$ cat config.mk
export PLATFORM = sky130hd
export DESIGN_NAME = if_prefetch
export DESIGN_NICKNAME = d
export VERILOG_FILES = /design/src/rtl/if_prefetch.sv
export SDC_FILE = /design/constraint.sdc
export NUM_CORES = 1
export LEC_CHECK = 0
export ABC_AREA = 1
export CAP_MARGIN = 25
export CORE_AREA = 2 2 226 228
export CTS_BUF_LIST = sky130_fd_sc_hd__clkbuf_16
export CTS_CLUSTER_SIZE = 16
export DETAILED_ROUTE_END_ITERATION = 16
export DIE_AREA = 0 0 228 230
export PLACE_DENSITY = 0.54
export SLEW_MARGIN = 15
export SYNTH_ARGS = -nofsm -noshare
export SYNTH_HDL_FRONTEND = slang
export SYNTH_SLANG_ARGS = --single-unit
$ cat constraint.sdc
create_clock -name clk -period 14.1 [get_ports clk]
set_input_delay 2.82 -clock clk [delete_from_list [all_inputs] [get_ports clk]]
set_output_delay 2.82 -clock clk [all_outputs]
set_load 0.01 [all_outputs]
$ cat src/rtl/if_prefetch.sv
// Instruction fetch prefetch queue: issues word fetches ahead of decode, buffers returned
// instruction words in order, and discards in-flight responses after a redirect.
module if_prefetch #(
  parameter logic [31:0] PC_RESET = 32'h0000_0000,
  parameter int unsigned DEPTH    = 4
) (
  input  logic        clk,
  input  logic        reset,
  output logic        mem_req_valid,
  input  logic        mem_req_ready,
  output logic [29:0] mem_addr,
  input  logic        mem_rsp_valid,
  input  logic [31:0] mem_rsp_data,
  input  logic        redirect_valid,
  input  logic [31:0] redirect_addr,
  input  logic        halt,
  output logic        id_valid,
  input  logic        id_ready,
  output logic [31:0] id_pc,
  output logic [31:0] id_iw
);

  localparam int unsigned AW = $clog2(DEPTH);
  localparam int unsigned CW = AW + 1;
  localparam int unsigned OW = CW + 1;

  typedef struct packed {
    logic [31:0] pc;
    logic [31:0] iw;
    logic        filled;
  } entry_t;

  entry_t          q [DEPTH];
  logic [AW-1:0]   head;
  logic [AW-1:0]   tail;
  logic [AW-1:0]   fill_ptr;
  logic [CW-1:0]   count;
  logic [CW-1:0]   unfilled;
  logic [CW-1:0]   drop;
  logic [29:0]     fetch_word;

  logic            req_ok;
  logic            alloc;
  logic            pop;
  logic            rsp_drop;
  logic            rsp_fill;
  logic            rsp_flushed;
  logic [OW-1:0]   outstanding;

  // Low address bits are architecturally ignored.
  logic unused_addr_bits;
  assign unused_addr_bits = &{1'b0, redirect_addr[1:0]};

  // Handshake qualification and response routing.
  always_comb begin
    outstanding = OW'(unfilled) + OW'(drop);
    req_ok      = 1'b0;
    alloc       = 1'b0;
    pop         = 1'b0;
    rsp_drop    = 1'b0;
    rsp_fill    = 1'b0;
    rsp_flushed = 1'b0;
    if (!reset) begin
      req_ok = (count != CW'(DEPTH)) && !halt && !redirect_valid &&
               (outstanding < OW'(DEPTH));
    end
    alloc       = req_ok && mem_req_ready;
    pop         = q[head].filled && id_ready;
    rsp_drop    = mem_rsp_valid && (drop != '0);
    rsp_fill    = mem_rsp_valid && (drop == '0) && (unfilled != '0);
    rsp_flushed = mem_rsp_valid && (outstanding != '0);
  end

  assign mem_req_valid = req_ok;
  assign mem_addr      = fetch_word;
  assign id_valid      = q[head].filled;
  assign id_pc         = q[head].pc;
  assign id_iw         = q[head].iw;

  // Queue, pointers, fetch address and drop accounting.
  always_ff @(posedge clk or posedge reset) begin
    if (reset) begin
      for (int unsigned i = 0; i < DEPTH; i++) begin
        q[i] <= '0;
      end
      head       <= '0;
      tail       <= '0;
      fill_ptr   <= '0;
      count      <= '0;
      unfilled   <= '0;
      drop       <= '0;
      fetch_word <= PC_RESET[31:2];
    end else if (redirect_valid) begin
      // Every unfilled slot becomes a response to discard; one arriving now is already gone.
      for (int unsigned i = 0; i < DEPTH; i++) begin
        q[i].filled <= 1'b0;
      end
      head       <= tail;
      fill_ptr   <= tail;
      count      <= '0;
      unfilled   <= '0;
      drop       <= drop + unfilled - CW'(rsp_flushed);
      fetch_word <= redirect_addr[31:2];
    end else begin
      if (alloc) begin
        q[tail].pc     <= {fetch_word, 2'b00};
        q[tail].iw     <= '0;
        q[tail].filled <= 1'b0;
        tail           <= tail + AW'(1);
        fetch_word     <= fetch_word + 30'd1;
      end
      if (rsp_fill) begin
        q[fill_ptr].iw     <= mem_rsp_data;
        q[fill_ptr].filled <= 1'b1;
        fill_ptr           <= fill_ptr + AW'(1);
      end
      if (pop) begin
        q[head].filled <= 1'b0;
        head           <= head + AW'(1);
      end
      if (rsp_drop) begin
        drop <= drop - CW'(1);
      end
      count    <= count + CW'(alloc) - CW'(pop);
      unfilled <= unfilled + CW'(alloc) - CW'(rsp_fill);
    end
  end

endmodule
# Word-level counts from Yosys, hierarchy flattened

Cells that the tools add are included.

Add/sub/neg operators: 12
Order comparisons: 7
Equality and inequality tests: 1
Mux-type cells: 41
Bitwise operators: 4
Reduce and logical (&&, ||, !) cells: 23

Operators with widths:

| kind                  | number |
|---|---|
| $bwmux 260            | 6 |
| $mux 260              | 5 |
| $demux 65 s2          | 6 |
| $mux 65               | 3 |
| $bmux 65 s2           | 1 |
| $mux 33               | 2 |
| $mux 30               | 2 |
| $add 30x1->30 const B | 1 |
| $logic_and 1x1->1     | 12 |
| $mux 3                | 4 |
| $ge 3x3->1 const B    | 3 |
| $lt 3x1->1 const B    | 3 |
| $not 2->3             | 3 |
| $sub 3x1->3           | 3 |
| $mux 1                | 8 |
| $mux 2                | 4 |
| $reduce_bool 2->1     | 4 |
| $add 2x1->2 const B   | 3 |
| $add 3x1->3           | 2 |
| $reduce_bool 3->1     | 2 |
| $add 3x3->4           | 1 |
| $lt 4x3->1 const B    | 1 |
| $reduce_bool 4->1     | 1 |
| $add 3x3->3           | 1 |
| other kinds (6)       | 7 |

Register bits: 305
Output and inout bits: 96
Logic and storage cells: 107

# Depth between registers and ports, before layout

Depth after elaboration: 17
Gate-level depth with buffers: 16
Gate-level depth less buffers: 16

# Worst setup path after synthesis

No wires, ideal clock.

Kind: in2out
Start point: in reset
End point: out mem_req_valid
Arrival time: 10.542 ns
Setup slack: 0.738 ns
Stages on the path: 5
Buffers on the path: 0
Path through: inv_1 nand3b_1 nor2_4 nand2_1 inv_1

Cells in the longest elaborated chain, start to end: 1

Ends and longest elaborated chain:

| element            | RTL line | RTL |
|---|---|---|
| start: declaration | 8        | `input logic reset,` |
| $mux 1             | 63       | `if (!reset) begin` |
| end: declaration   | 9        | `output logic mem_req_valid,` |

Every way passes these cells.

# Worst setup path in the final report

Start point: in redirect_valid
End point: out mem_req_valid

Cells in the longest elaborated chain, start to end: 4

Ends and longest elaborated chain:

| element                        | RTL line | RTL |
|---|---|---|
| start: declaration             | 14       | `input logic redirect_valid,` |
| $logic_not 1->1                | 64       | `req_ok = (count != CW'(DEPTH)) && !halt && !redirect_valid &&` |
| $logic_and 1x1->1 (2 in a row) | 64       |  |
| $mux 1                         | 63       |  |

Every way passes these cells.

==> out/qor.csv <==
metric;value;unit
status;finished, final reports clean;
routed len/inst;16.1;um
#FFs+latches synth;305;
WP buf/inv;4;
top cell type's share of synthesized area;0.442;
Die H;230;um
Cell Pwr Density;181;nW/um^2
Layout area overhead;18.2;%
post-synthesis cell type count;28;
overall routing resource usage;0.199;
Mapped Cells;2472;
Slew Limit Fails;0;
MaxCap Viol Count;0;
row count;82;
crit path DAT;5.16;ns
post-synth top area cell;dfrtp_1;
final hold violation count;0;
final setup fails;0;
via/cell ratio;4.90;
CP required;11.28;ns
synthesized area;17300;um^2
CTS clk-pin slew, worst paths;0.06;ns
clk sinks;305;
CP endpoint kind;output port;
Tcrit/Tclk final;0.566;
Pre-antenna DRT Iters;5;
register area share after synthesis;0.442;
Post-CTS Repair Setup Buffers;0;
Final Skew;0.0175;ns
final WL;52.3;mm
I/O Buffers;164;
hold crit path type;reg2reg;
fin nets;2641;
setup_tns;0;ns
die area;52400;um^2
number of DRC markers in iteration 0;1163;
EDFF count, synth;0;
Setup crit start kind;input port;
Clock Tree Buf Depth;3;
Num CTS Buffers;38;
max frequency;125;MHz
leakage power;10.4;nW
commonest non-fill, non-tap cell in the layout;nand2_1;
Synth Net Count;2572;
post-route cell area;20400;um^2
FF-to-FF setup slack;10.12;ns
Core Area;49900;um^2
Synth warnings;0;
Largest stage delay, worst path;0.64;ns
CP top delay family;buffers and inverters;
VDD IR max;0.0000835;V
first-pass GRT wire length;84.1;mm
crit-path max FO;92;
# IOs;167;
CTS tree;built;
Clock Latency Late Sink;0.55;ns
PostCTS Resize Cnt;0;
CTS root buffer;clkbuf_16;
initial antenna violation count;0;
vias in the first global route;15505;
FFs w/ async S/R, synth;1.00;
fillers;5172;
Slowest cell on crit path;inv_6;
ANT cells;0;
most frequent cells in the layout;nand2_1 (625), inv_1 (360), o21ai_0 (355);
slew margin rel.;0.355;
Final Critical Period;7.98;ns
R2R Path End;count[2]$_DFF_PP0_;
synth top area cells;dfrtp_1 (44%), nand2_1 (14%), o21ai_0 (10%);
GRT overflow;0;
Reg2Reg Launch Point;head[0]$_DFFE_PP0P_;
actual slew at the worst max-slew pin;0.967;ns
DPL Wire Length;31.1;mm
hold buffer count at CTS;0;
Die Wd;228;um
RSZ-0062 raised after global routing;no;
critical path type;in2out;
ANT nets after route;0;
Reg2Reg Depth;13;
critical-path cell list;buf_2 > inv_6 > nand3b_1 > nor2_4 > nand2_1 > inv_1 > clkdlybuf4s50_1;
DR DRC count;0;
dominant synthesized flop cell;dfrtp_1;
syn_area_per_cell;6.98;um^2
routed vias;15876;
Worst Hold Depth;2;
GP Congestion;0.824;
Post-DP Area;19200;um^2
Starting Density;0.346;
# H-tree levels;2;
largest net degree at the start of global routing;118;
layout cells sized above 1;0.0347;
## stage by stage
| step | total power [mW] | std cells | utilization | hold WS [ns] | setup WS (ns) |
|---|---|---|---|---|---|
| 5_1_grt | 3.98 | 3239 | 0.409 | 0.496 | 5.91 |
| 3_3_place_gp | 2.75 | 3172 | 0.386 | 0.457 | 6.11 |
| 6_report | 3.69 | 3239 | 0.409 | 0.471 | 6.12 |
| 2_1_floorplan | 2.19 | 2472 | - | 0.444 | 0.738 |
| 4_1_cts | 3.74 | 3238 | 0.409 | 0.476 | 6.08 |
| 3_5_place_dp | 2.79 | 3172 | 0.386 | 0.460 | 6.09 |
## synth_stat cells (all sizes together) (3+ instances only)
library cell    n
inv           362
o21ai         375
clkbuf        108
nand4           4
xnor2           3
a21oi         140
dfrtp         305
nor2          320
fa              4
o22ai          62
nand3          70
nand2         625
ha             25
buf            45
xor2           17
## cell families after synthesis
| kind of cell | after synthesis | share of synthesized area |
|---|---|---|
| flip-flops | 305 | 0.442 |
| XOR/XNOR | 20 | 0.0101 |
| adder cells (fa/ha/maj) | 29 | 0.0228 |
| AND/OR/NAND/NOR | 1022 | 0.233 |
| buffers and inverters | 515 | 0.118 |
| AO/OA/AOI/OAI | 581 | 0.173 |
## cell type report
cell class / instances / area [um^2] / share of cell area
Sequential cell: 305 / 7640 / 0.375
Multi-Input combinational cell: 1652 / 7620 / 0.373
Timing Repair Buffer: 182 / 1780 / 0.0875
Inverter: 362 / 1380 / 0.0674
Clock buffer: 39 / 976 / 0.0478
Tap cell: 672 / 841 / 0.0412
Clock inverter: 27 / 168 / 0.00822
## where the power goes
group	internal (mW)	switching [mW]
combinational	0.600	0.804
sequential	1.15	0.217
clock	0.534	0.387
total	2.29	1.41
## how the worst max path moves through the flow
stage                         from       endpoint  slack [ns]  cells after the start
global route        redirect_valid  mem_req_valid        5.91                      7
detailed placement  redirect_valid  mem_req_valid        6.09                      7
floorplan                    reset  mem_req_valid        0.74                      5
CTS                 redirect_valid  mem_req_valid        6.08                      7
finish              redirect_valid  mem_req_valid        6.12                      7
global placement    redirect_valid  mem_req_valid        6.11                      7
## layer usage
metal  vias to the layer above  global-route usage  routed length (um)
li1                       7868                   -                   -
met1                      7626               0.275               24900
met2                       318               0.327               24100
met3                        64              0.0320                2360
met4                         0              0.0455                 954
met5                         -                   0                   0
## worst register-to-register path, delay by kind of cell (launching register included)
family / cells / cell delay (ns)
xor+xnor: 1 / 0.18
fa+ha+maj: 3 / 0.78
buf+inv: 5 / 1.69
flops: 1 / 0.72
simple gates: 4 / 0.46
(Power assumes the default switching activity.)
